## src/rtl/watch_pkg.sv

```systemverilog
// Watch-wide constants: clock-derived counts, key timing defaults and the mode encoding.
package watch_pkg;

  localparam int SECOND_CNT    = 52428800;
  localparam int DEBOUNCE_CNT  = 1048576;
  localparam int REPEAT_DELAY  = 26214400;
  localparam int REPEAT_PERIOD = 10485760;
  localparam int COUNTER_WIDTH = 26;

  typedef enum logic {
    MODE_SET   = 1'b0,
    MODE_TIMER = 1'b1
  } mode_e;

endpackage

```

## src/rtl/key_debounce.sv

```systemverilog
// One push-button: two-flop synchroniser, debounce counter and a registered press strobe.
module key_debounce
  import watch_pkg::*;
#(
  parameter int debounce_cnt  = DEBOUNCE_CNT,
  parameter int counter_width = COUNTER_WIDTH
) (
  input  logic clock,
  input  logic reset,
  input  logic i_key,
  output logic o_level,
  output logic o_press
);

  localparam logic [counter_width-1:0] LP_LAST = counter_width'(debounce_cnt - 1);

  logic                     r_s1, r_s2, r_stable, r_press;
  logic [counter_width-1:0] r_cnt;
  logic                     w_hit;

  // The edge on which the counter would reach debounce_cnt accepts the new level.
  assign w_hit = (r_s2 != r_stable) && (r_cnt == LP_LAST);

  always_ff @(posedge clock or negedge reset) begin
    if (!reset) begin
      r_s1     <= 1'b1;
      r_s2     <= 1'b1;
      r_stable <= 1'b1;
      r_press  <= 1'b0;
      r_cnt    <= '0;
    end else begin
      r_s1    <= i_key;
      r_s2    <= r_s1;
      r_press <= w_hit & r_stable;
      if (r_s2 == r_stable) begin
        r_cnt <= '0;
      end else if (w_hit) begin
        r_stable <= r_s2;
        r_cnt    <= '0;
      end else begin
        r_cnt <= r_cnt + 1'b1;
      end
    end
  end

  assign o_level = r_stable;
  assign o_press = r_press;

endmodule

```

## src/rtl/key_ctrl.sv

```systemverilog
// Watch key front end: mode toggle and gated minute/hour set pulses.
// KEY_AUTO_REPEAT_EN adds auto-repeat on held minute/hour keys in Set mode.
module key_ctrl
  import watch_pkg::*;
#(
  parameter int debounce_cnt  = DEBOUNCE_CNT,
  parameter int repeat_delay  = REPEAT_DELAY,
  parameter int repeat_period = REPEAT_PERIOD,
  parameter int counter_width = COUNTER_WIDTH
) (
  input  logic clock,
  input  logic reset,
  input  logic key_mode,
  input  logic key_minute,
  input  logic key_hour,
  output logic mode,
  output logic minute_set,
  output logic hour_set
);

  logic       r_mode;
  logic [1:0] r_set;
  logic       w_mode_lvl, w_mode_press;
  logic [1:0] w_raw, w_lvl, w_press, w_rpt;
  logic       w_unused;

  // Index 0 = minute, 1 = hour.
  assign w_raw = {key_hour, key_minute};

  key_debounce #(.debounce_cnt(debounce_cnt), .counter_width(counter_width)) u_deb_mode (
    .clock   (clock),
    .reset   (reset),
    .i_key   (key_mode),
    .o_level (w_mode_lvl),
    .o_press (w_mode_press)
  );

  for (genvar k = 0; k < 2; k++) begin : g_key
    key_debounce #(.debounce_cnt(debounce_cnt), .counter_width(counter_width)) u_deb (
      .clock   (clock),
      .reset   (reset),
      .i_key   (w_raw[k]),
      .o_level (w_lvl[k]),
      .o_press (w_press[k])
    );

`ifdef KEY_AUTO_REPEAT_EN
    localparam logic [counter_width-1:0] LP_DELAY_LAST  = counter_width'(repeat_delay - 1);
    localparam logic [counter_width-1:0] LP_PERIOD_LAST = counter_width'(repeat_period - 1);

    logic                     r_act, r_first;
    logic [counter_width-1:0] r_cnt;

    assign w_rpt[k] = r_act && !w_lvl[k] && (r_mode == MODE_SET) &&
                      (r_cnt == (r_first ? LP_DELAY_LAST : LP_PERIOD_LAST));

    // Armed by the press pulse itself; dropped on release or on leaving Set mode.
    always_ff @(posedge clock or negedge reset) begin
      if (!reset) begin
        r_act   <= 1'b0;
        r_first <= 1'b0;
        r_cnt   <= '0;
      end else if (w_press[k] && (r_mode == MODE_SET)) begin
        r_act   <= 1'b1;
        r_first <= 1'b1;
        r_cnt   <= '0;
      end else if (!r_act || w_lvl[k] || (r_mode == MODE_TIMER)) begin
        r_act   <= 1'b0;
        r_first <= 1'b0;
        r_cnt   <= '0;
      end else if (w_rpt[k]) begin
        r_first <= 1'b0;
        r_cnt   <= '0;
      end else begin
        r_cnt <= r_cnt + 1'b1;
      end
    end
`else
    assign w_rpt[k] = 1'b0;
`endif
  end

`ifndef KEY_AUTO_REPEAT_EN
  logic w_unused_rpt;
  assign w_unused_rpt = ^{w_lvl, repeat_delay[0], repeat_period[0]};
`endif
  assign w_unused = w_mode_lvl;

  // Gating uses the mode held before this edge's toggle.
  always_ff @(posedge clock or negedge reset) begin
    if (!reset) begin
      r_mode <= MODE_TIMER;
      r_set  <= '0;
    end else begin
      r_set <= (w_press | w_rpt) & {2{r_mode == MODE_SET}};
      if (w_mode_press) r_mode <= ~r_mode;
    end
  end

  assign mode       = r_mode;
  assign minute_set = r_set[0];
  assign hour_set   = r_set[1];

endmodule

```

## config.mk

```make
export PLATFORM = sky130hd
export DESIGN_NAME = key_ctrl
export DESIGN_NICKNAME = d
export VERILOG_FILES = /design/src/rtl/watch_pkg.sv /design/src/rtl/key_debounce.sv /design/src/rtl/key_ctrl.sv
export SDC_FILE = /design/constraint.sdc
export NUM_CORES = 1
export LEC_CHECK = 0
export CELL_PAD_IN_SITES_DETAIL_PLACEMENT = 0
export CELL_PAD_IN_SITES_GLOBAL_PLACEMENT = 1
export CORE_MARGIN = 4
export CORE_UTILIZATION = 49
export CTS_CLUSTER_SIZE = 30
export DETAILED_ROUTE_END_ITERATION = 16
export GPL_TIMING_DRIVEN = 0
export HOLD_SLACK_MARGIN = 0.06
export PLACE_DENSITY = 0.78
export SYNTH_ARGS = -nofsm -noshare
export SYNTH_HDL_FRONTEND = slang
export SYNTH_SLANG_ARGS = --single-unit
export TNS_END_PERCENT = 5
```

## constraint.sdc

```tcl
create_clock -name clock -period 3.02 [get_ports clock]
set_input_delay 0.604 -clock clock [delete_from_list [all_inputs] [get_ports clock]]
set_output_delay 0.604 -clock clock [all_outputs]
set_load 0.01 [all_outputs]
```

# After elaboration in Yosys (flattened, before gate mapping)
# Index checks and enable logic that the tools add are counted.
dict set report totals {
  regBits 93
  inputBits 5
  out_inout_bits 3
  wordCells 49
}
dict set report op_classes {
  addsub 3
  eq_ne 9
  n_mux 6
  n_bitwise 8
  reduce_logical 6
}
# operator n
set op_table {}
lappend op_table {{26-bit 2-to-1 mux} 6}
lappend op_table {{26-bit by 1-bit adder with 26-bit output (second input constant)} 3}
lappend op_table {{26-bit by 20-bit == test with 1-bit output (second input constant)} 3}
lappend op_table {{2-bit AND reduction} 3}
lappend op_table {{1-bit NOT} 4}
lappend op_table {{1-bit AND} 3}
lappend op_table {{1-bit == test} 3}
lappend op_table {{1-bit logical AND} 3}
lappend op_table {{1-bit inequality test} 3}
lappend op_table {{2-bit AND} 1}

# Depth between registers and ports, before layout
dict set report logic_depth {
  depth_word 4
  mapped_depth 6
  mapped_depth_nobuf 5
}

# Cells and area by module
# A second synthesis with hierarchy kept.
dict set report unflattened {
  hier_cells 435
  hier_area_um2 4561.9
}
# mod instances cells_each area_each_um2 seq_area_each_um2
set modules_own_cells {}
lappend modules_own_cells {key_debounce 3 143 1486.4 754.5}
lappend modules_own_cells {key_ctrl 1 6 102.6 76.3}

# Least setup slack after synthesis
# OpenSTA, ideal clock, no wires.
dict set report synth_timing {
  path_type {register to register}
  startpoint {register g_key[0].u_deb.r_cnt[0]}
  endpoint {register g_key[0].u_deb.r_stable}
  setup_time_ns 0.082
  arrival_ns 2.053
  t_required_ns 2.938
  slack_ns 0.885
  path_stages_with_launch 7
  n_path_buf 1
  synth_period_minus_slack_ns 2.135
  cell_sequence {dfrtp_1 > ha_1 > nand4_1 > or4_4 > buf_6 > nor3_1 > mux2_2}
}
dict set report synth_via {
  elab_chain_cells 3
}
# item line_no
set synth_lines {}
lappend synth_lines {{from (decl)} key_debounce.sv:18} ;# logic [counter_width-1:0] r_cnt;
lappend synth_lines {{from (signal assigned)} key_debounce.sv:41} ;# r_cnt <= r_cnt + 1'b1;
lappend synth_lines {{26-bit by 20-bit == test with 1-bit output} key_debounce.sv:22} ;# assign w_hit = (r_s2 != r_stable) && (r_cnt == LP_LAST);
lappend synth_lines {{1-bit logical AND} key_debounce.sv:22}
lappend synth_lines {{2-bit AND reduction (no source line)} -}
lappend synth_lines {{to (signal assigned)} key_debounce.sv:38} ;# r_stable <= r_s2;
lappend synth_lines {{to (decl)} key_debounce.sv:17} ;# logic r_s1, r_s2, r_stable, r_press;
# Every way passes these cells.
# A chain may end at the register's enable or synchronous reset.

# Worst setup path after layout
dict set report layout_timing {
  startpoint {register g_key[0].u_deb.r_cnt[0]}
  endpoint {register g_key[0].u_deb.r_cnt[13]}
}
dict set report layout_via {
  elab_chain_cells 4
  word_cells_on_any_way 5
  cone_classes {add/sub (1); eq/ne (1); mux (2); reduce/logical (1)}
}
# item line_no
set layout_lines {}
lappend layout_lines {{branches (longest 2 deep; another with 26-bit by 1-bit adder with 26-bit output)} -}
lappend layout_lines {{26-bit 2-to-1 mux (*)} key_debounce.sv:37} ;# end else if (w_hit) begin
lappend layout_lines {{26-bit 2-to-1 mux (*)} key_debounce.sv:35} ;# if (r_s2 == r_stable) begin
# Every way passes the cells marked *.

==> summary.md <==
| Metric | Value |
|---|---|
| Status | finished clean |
| Hold Vio Cnt, Final | 0 |
| RSZ-0062 raised after global routing | no |
| Max-Cap Viols | 0 |
| DR pass1 iterations | 4 |
| Worst-Skew Late Latency | approximately 0.37 ns |
| Clock Tree Buf Depth | 2 |
| Synth Area per Inst | 10.1 um^2 |
| Required time of the critical path | 3.28 ns |
| Switch Pwr | roughly 540 uW |
| Initial Util | 0.509 |
| Initial DRC Count | 93 |
| Dpl cell area | between 4000 and 5000 um^2 |
| Comb pwr share | 0.035 |
| Clock Sinks | 93 |
| Seq pwr share | 0.572 |
| Clock power frac | 0.393 |
| Peak VDD IR | between 0.0002 and 0.00025 V |
| IO Count | 8 |
| Placeable core area | a little under 9000 um^2 |
| Global-route wire length before repair | 15.0 mm |
| Finished Layout Cells | a little under 600 |
| Wirelength, routed | between 8 and 9 mm |
| Largest delay share family, worst path | simple AND/OR/NAND/NOR gates |
| Worst path arrival time | about 2.7 ns |
| Final Cycle Share | 0.817 |
| Register area share after synthesis | 0.522 |
| Vias per inst | 5.74 |
| Number of flops mapped to enable cells by yosys | 0 |
| Setup bufs post-CTS | 0 |
| Post_cts resized | 0 |
| Final Cell Area | 4920 um^2 |
| Setup slack on the worst flop-to-flop path | approximately 0.55 ns |
| CP bufs+invs | 1 |
| DP HPWL | about 5.8 mm |
| Largest net degree at the start of global routing | 59 |
| Fill count | 782 |
| Fin nets | roughly 470 |
| CTS hold repair buffers | 0 |
| Leakage | 1.90 nW |
| Worst setup margin | 0.552 ns |
| Crit start category | flip-flop |
| Gr ovfl total | 0 |
| Synth warn | 0 |
| Setup TNS | 0 ns |
| Max-slew violations | 0 |
| Syn Nets | between 400 and 500 |
| GRT Total Usage | 0.167 |
| ANT cells | 0 |
| Drt wl/cell | ~14 um |
| Kind of critical path | flip-flop to flip-flop |
| Rows | 34 |
| Slew headroom | 0.478 |
| DRT antenna net count | 0 |
| Mapped Area | around 4500 um^2 |
| Horiz. Die Dim | slightly above 100 um |
| Share of layout cells above drive strength 1 | 0.107 |
| Yosys cell types | 37 |
| Area grow syn2layout | 9.83% |
| Total number of vias | roughly 3300 |
| Die area | about 11000 um^2 |
| Post-Synthesis Cells | ~450 |
| Vias in the first global route | 3194 |
| H-tree depth | 3 |
| Pre-CTS WS | 0.545 ns |
| DR DRC count | 0 |
| Port bufs | 7 |
| Fin crit period | 2.47 ns |
| CP max stage cell | or4_4 |
| Reg2reg end | g_key[0].u_deb.r_cnt[13] |
| Reg2Reg Launch Point | g_key[0].u_deb.r_cnt[0] |
| Skew final | 0.0144 ns |
| CP cell instances | ha_1 > nand4_1 > or4_4 > o31ai_4 > buf_6 > nor2_1 |
| GP Congestion | 0.761 |
| CTS Buf Count | 9 |
| Endpoint class of the critical path | flip-flop |
| Synth Register Bits | just over 90 |
| Max incr delay on CP | 0.64 ns |
| Critical path fanouts, max | 10 |
| Dpl cells | about 560 |
| Int Power | 1.69 mW |
| FMAX | around 410 MHz |
| Die height | slightly above 100 um |
| Clock slew at reported path FFs | ~0.10 ns |
| Clock root cell | clkbuf_8 |
| Hold WC Path Type | primary input to async pin |
| Core Util, Final | 0.559 |
| Power Dens Cells | approximately 450 nW/um^2 |
| CTS tree | yes |
| Asr flop ratio synth | 1.00 |
| Main flop type after synthesis | dfrtp_1 |
| Worst-Margin Slew | roughly 0.8 ns |
| Final setup fails | 0 |
| Initial antenna violation count | 0 |
| R2r worst-path depth | 6 |
| Sw frac | 0.243 |
[cell usage in the layout, fill, tap and decap left out, types with 16 or more instances in the layout]
cell,instances
a21oi_1,32
dfrtp_1,83
nand2_1,25
nand3_1,27
nand4_1,20
nor2_1,52
o21ai_0,16
o31ai_1,16
or4_1,21
xnor2_1,29
[sequential cells by signal, indices dropped and copies added (netlist names)]
| register | flops |
|---|---|
| g_key.u_deb.r_s2 | 2 |
| u_deb_mode.r_s2 | 1 |
| g_key.u_deb.r_s1 | 2 |
| r_set | 2 |
| g_key.u_deb.r_cnt | 52 |
| u_deb_mode.r_s1 | 1 |
| u_deb_mode.o_press | 1 |
| g_key.u_deb.o_press | 2 |
| u_deb_mode.r_cnt | 26 |
| g_key.u_deb.o_level | 2 |
| u_deb_mode.o_level | 1 |
| mode | 1 |
[synthesized netlist by cell type, types with 3 or more instances]
library cell | number | area share
dfrtp_1 | 83 | 0.46
nor2_1 | 52 | 0.044
a21oi_1 | 32 | 0.036
xnor2_1 | 29 | 0.057
nand3_1 | 27 | 0.030
nand2_1 | 25 | 0.021
or4_1 | 21 | 0.035
nand4_1 | 20 | 0.028
o21ai_0 | 16 | 0.018
o31ai_1 | 16 | 0.027
inv_1 | 15 | 0.013
nor4_1 | 13 | 0.018
or3_1 | 13 | 0.018
xor2_1 | 13 | 0.025
dfstp_2 | 10 | 0.059
nor3_1 | 10 | 0.011
and3_1 | 6 | 0.0084
clkbuf_1 | 5 | 0.0042
mux2_2 | 5 | 0.013
nor2b_1 | 4 | 0.0056
and4_1 | 3 | 0.0059
buf_6 | 3 | 0.0075
ha_1 | 3 | 0.0084
or4_4 | 3 | 0.0075
[metal layers]
layer / vias to the layer above / routed length [um] / track usage
met4: 0 / 65 / 0.0456
met3: 4 / 226 / 0.0398
met5: - / 0 / 0
met2: 29 / 4010 / 0.269
li1: 1660 / - / -
met1: 1620 / 4070 / 0.227
[through the flow]
step | hold WS [ns] | power [mW]
after detailed placement | 0.347 | 1.38
after CTS | 0.192 | 2.27
after global placement | 0.346 | 1.37
final | 0.197 | 2.23
after global routing | 0.199 | 2.34
after floorplan | 0.308 | 1.33
[final cells by class]
class | count | area [um^2] | area share
repair buffers | 8 | 95.1 | 0.0193
clock buffers | 9 | 124 | 0.0252
clock inverters | 7 | 86.3 | 0.0175
multi-input cells | 327 | 2020 | 0.410
inverters | 15 | 56.3 | 0.0114
plain buffers | 10 | 65.1 | 0.0132
flip-flops and latches | 93 | 2340 | 0.475
well taps | 108 | 135 | 0.0275
[worst max-delay path by stage]
| stage | from | to | slack (ns) | depth (start not counted) |
|---|---|---|---|---|
| floorplan | g_key[0].u_deb.r_cnt[0] | g_key[0].u_deb.o_level | 0.88 | 6 |
| global placement | reset | g_key[0].u_deb.r_cnt[10] | -2.09 | 1 |
| detailed placement | g_key[0].u_deb.r_cnt[0] | g_key[0].u_deb.r_cnt[13] | 0.55 | 6 |
| CTS | g_key[0].u_deb.r_cnt[0] | g_key[0].u_deb.r_cnt[13] | 0.52 | 6 |
| global route | g_key[0].u_deb.r_cnt[0] | g_key[0].u_deb.r_cnt[10] | 0.37 | 6 |
| finish | g_key[0].u_deb.r_cnt[0] | g_key[0].u_deb.r_cnt[13] | 0.55 | 6 |
[power by group through the flow]
stage / clock (mW) / combinational (mW) / sequential (mW)
after CTS: 0.917 / 0.0809 / 1.28
after detailed placement: 0 / 0.0807 / 1.30
final: 0.876 / 0.0772 / 1.28
after global routing: 0.968 / 0.0902 / 1.28
after global placement: 0 / 0.0752 / 1.30
after floorplan: 0 / 0.0346 / 1.30
[cells by family (layout without fill, tap and decap cells)]
| family | after synthesis | in the layout | share of synthesized area |
|---|---|---|---|
| and+or+nand+nor | 210 | 210 | 0.258 |
| xor gates and xnor gates | 42 | 42 | 0.0821 |
| AOI/OAI and AO/OA | 67 | 67 | 0.0894 |
| muxes | 5 | 5 | 0.0126 |
| adders and majority gates | 3 | 3 | 0.00838 |
| buffers and inverters | 25 | 49 | 0.0271 |
| DFF | 93 | 93 | 0.522 |
Power figures use the tool's default switching activity.
==> patch (same settings) <==
Add an input register stage for `key_hour`; this delays it by one clock. The other inputs are not delayed to match.
--- a/src/rtl/key_ctrl.sv
+++ b/src/rtl/key_ctrl.sv
@@ -19,4 +19,10 @@
 );
 
+  logic key_hour_q;
+
+  always_ff @(posedge clock) begin
+    key_hour_q <= key_hour;
+  end
+
   logic       r_mode;
   logic [1:0] r_set;
@@ -26,5 +32,5 @@
 
   // Index 0 = minute, 1 = hour.
-  assign w_raw = {key_hour, key_minute};
+  assign w_raw = {key_hour_q, key_minute};
 
   key_debounce #(.debounce_cnt(debounce_cnt), .counter_width(counter_width)) u_deb_mode (
Formal check against the unedited RTL: no difference found for any inputs over 10 cycles, from zero or initial values and one cycle with reset low; that may be too few to reach the edited logic, so the function may still have changed.
==> patch against the unedited design <==
Maximum frequency rose by 1.5%; non-clock buffer count did not move; sequential cell count rose by 1; first-iteration DRC count rose by 22%; total power fell by 2.7%; setup slack improved by 0.036 ns; wire length rose by 0.62%; synthesized area rose by 0.45%; cell area barely moved; cell count rose by 0.17%; largest cell class unchanged; largest power group unchanged.
==> patch: results (changes against the unedited design) <==
- Status: finished clean
- Wire length on met1: 4.14 mm (+1.9%)
- Most area-consuming cells after synthesis: dfrtp_1 46%, dfstp_2 5.8%, xnor2_1 5.6%, nor2_1 4.3%, a21oi_1 3.6%
- DR vias: 3293 (-0.60%)
- First-pass GRT wire length: 14.7 mm (-1.4%)
- Met2 wire length: 3.91 mm (-2.4%)
- Static leakage: 1.90 nW (about the same)
- Complex-gate fraction of the synthesized area: 8.90% (-0.040 points)
- Slew @ Worst Pin: 0.847 ns (+0.0691 ns)
- Overall routing resource usage: 16.5% (-0.20 points)
- M1 GR Usage: 22.5% (-0.24 points)
- Detailed Place HPWL: 5.81 mm (-0.59%)
- Synth Area in Adders: 0.834% (-0.0037 points)
- Largest net degree at the start of global routing: 61 (+3.4%)
- GRT met3 Usage: 2.61% (-1.4 points)
- Mux share of post-synthesis cell area: 1.25% (-0.0056 points)
- Routed WL per cell: 14.6 µm (+0.45%)
- Nets: 473 (+0.21%)
- Setup slack, reg-to-reg: 0.59 ns (+0.04 ns)
- Fin Clk Skew: 0.0124 ns (-0.00203 ns)
- Layout cells sized above 1: 10.6% (-0.023 points)
- GPL Wtd Cong: 0.812 (+6.7%)
- Xor and xnor area share after synthesis: 8.17% (-0.037 points)
- Largest registers: g_key.u_deb.r_cnt: 52 flops, u_deb_mode.r_cnt: 26 flops
- Max H-tree Level: 3 (unchanged)
- GR Util met2: 26.1% (-0.78 points)
- Cell Area, Placed: 4730 µm² (+0.42%)
- Distinct cells, synth: 38 (+2.7%)
- FFs w/ async S/R, synth: 98.9% (-1.1 points)
- Initial DRC Count: 113 (+22%)
[patch: cell types whose count changed in the layout (fill, tap and decap cells not counted)]
cell,before,now
clkinvlp_4,1,0
dfxtp_1,0,1
inv_6,2,3
bufinv_16,1,0
inv_8,2,1
clkinv_4,1,3
[patch: power by group]
group	internal (mW)	total, mW	switching (mW)
Clock	0.319	0.800	0.482
Combinational	0.0234	0.0768	0.0534
Sequential	1.28	1.29	0.0148
Total	1.62	2.17	0.550
[patch: cell families after synthesis]
kind of cell | after synthesis
simple gates | 210
flops | 94
compound gates | 67
xor+xnor | 42
buf+inv | 25
mux | 5
fa+ha+maj | 3
[patch: area by class of cell]
cell class,instances,area [µm²]
fillers,814,3930
flip-flops and latches,94,2360
multi-input cells,327,2020
well taps,108,135
clock buffers,9,124
repair buffers,8,95.1
plain buffers,10,65.1
clock inverters,7,63.8
inverters,15,56.3
[patch: path summary, 6_finish.rpt]
path / startpoint / to / cells past startpoint
setup reg to reg: g_key[0].u_deb.r_cnt[0] / g_key[0].u_deb.r_cnt[0] / 6
setup / recovery: g_key[0].u_deb.r_cnt[0] / g_key[0].u_deb.r_cnt[0] / 6
hold reg to reg: key_hour_q / g_key[1].u_deb.r_s1 / 0
hold / removal: reset / g_key[0].u_deb.r_cnt[12] / 1
max in group asynchronous: reset / g_key[1].u_deb.r_s1 / 2
min in group clock: key_hour_q / g_key[1].u_deb.r_s1 / 0
[patch: stage by stage]
stage / instances / setup TNS (ns) / hold slack, ns / setup WS, ns
3_3_place_gp: 561 / -180.38 / 0.285 / -2.06
6_report: 578 / 0 / 0.176 / 0.588
2_1_floorplan: 446 / 0 / 0.284 / 0.885
5_1_grt: 578 / 0 / 0.193 / 0.359
4_1_cts: 578 / 0 / 0.174 / 0.561
3_5_place_dp: 562 / 0 / 0.287 / 0.568
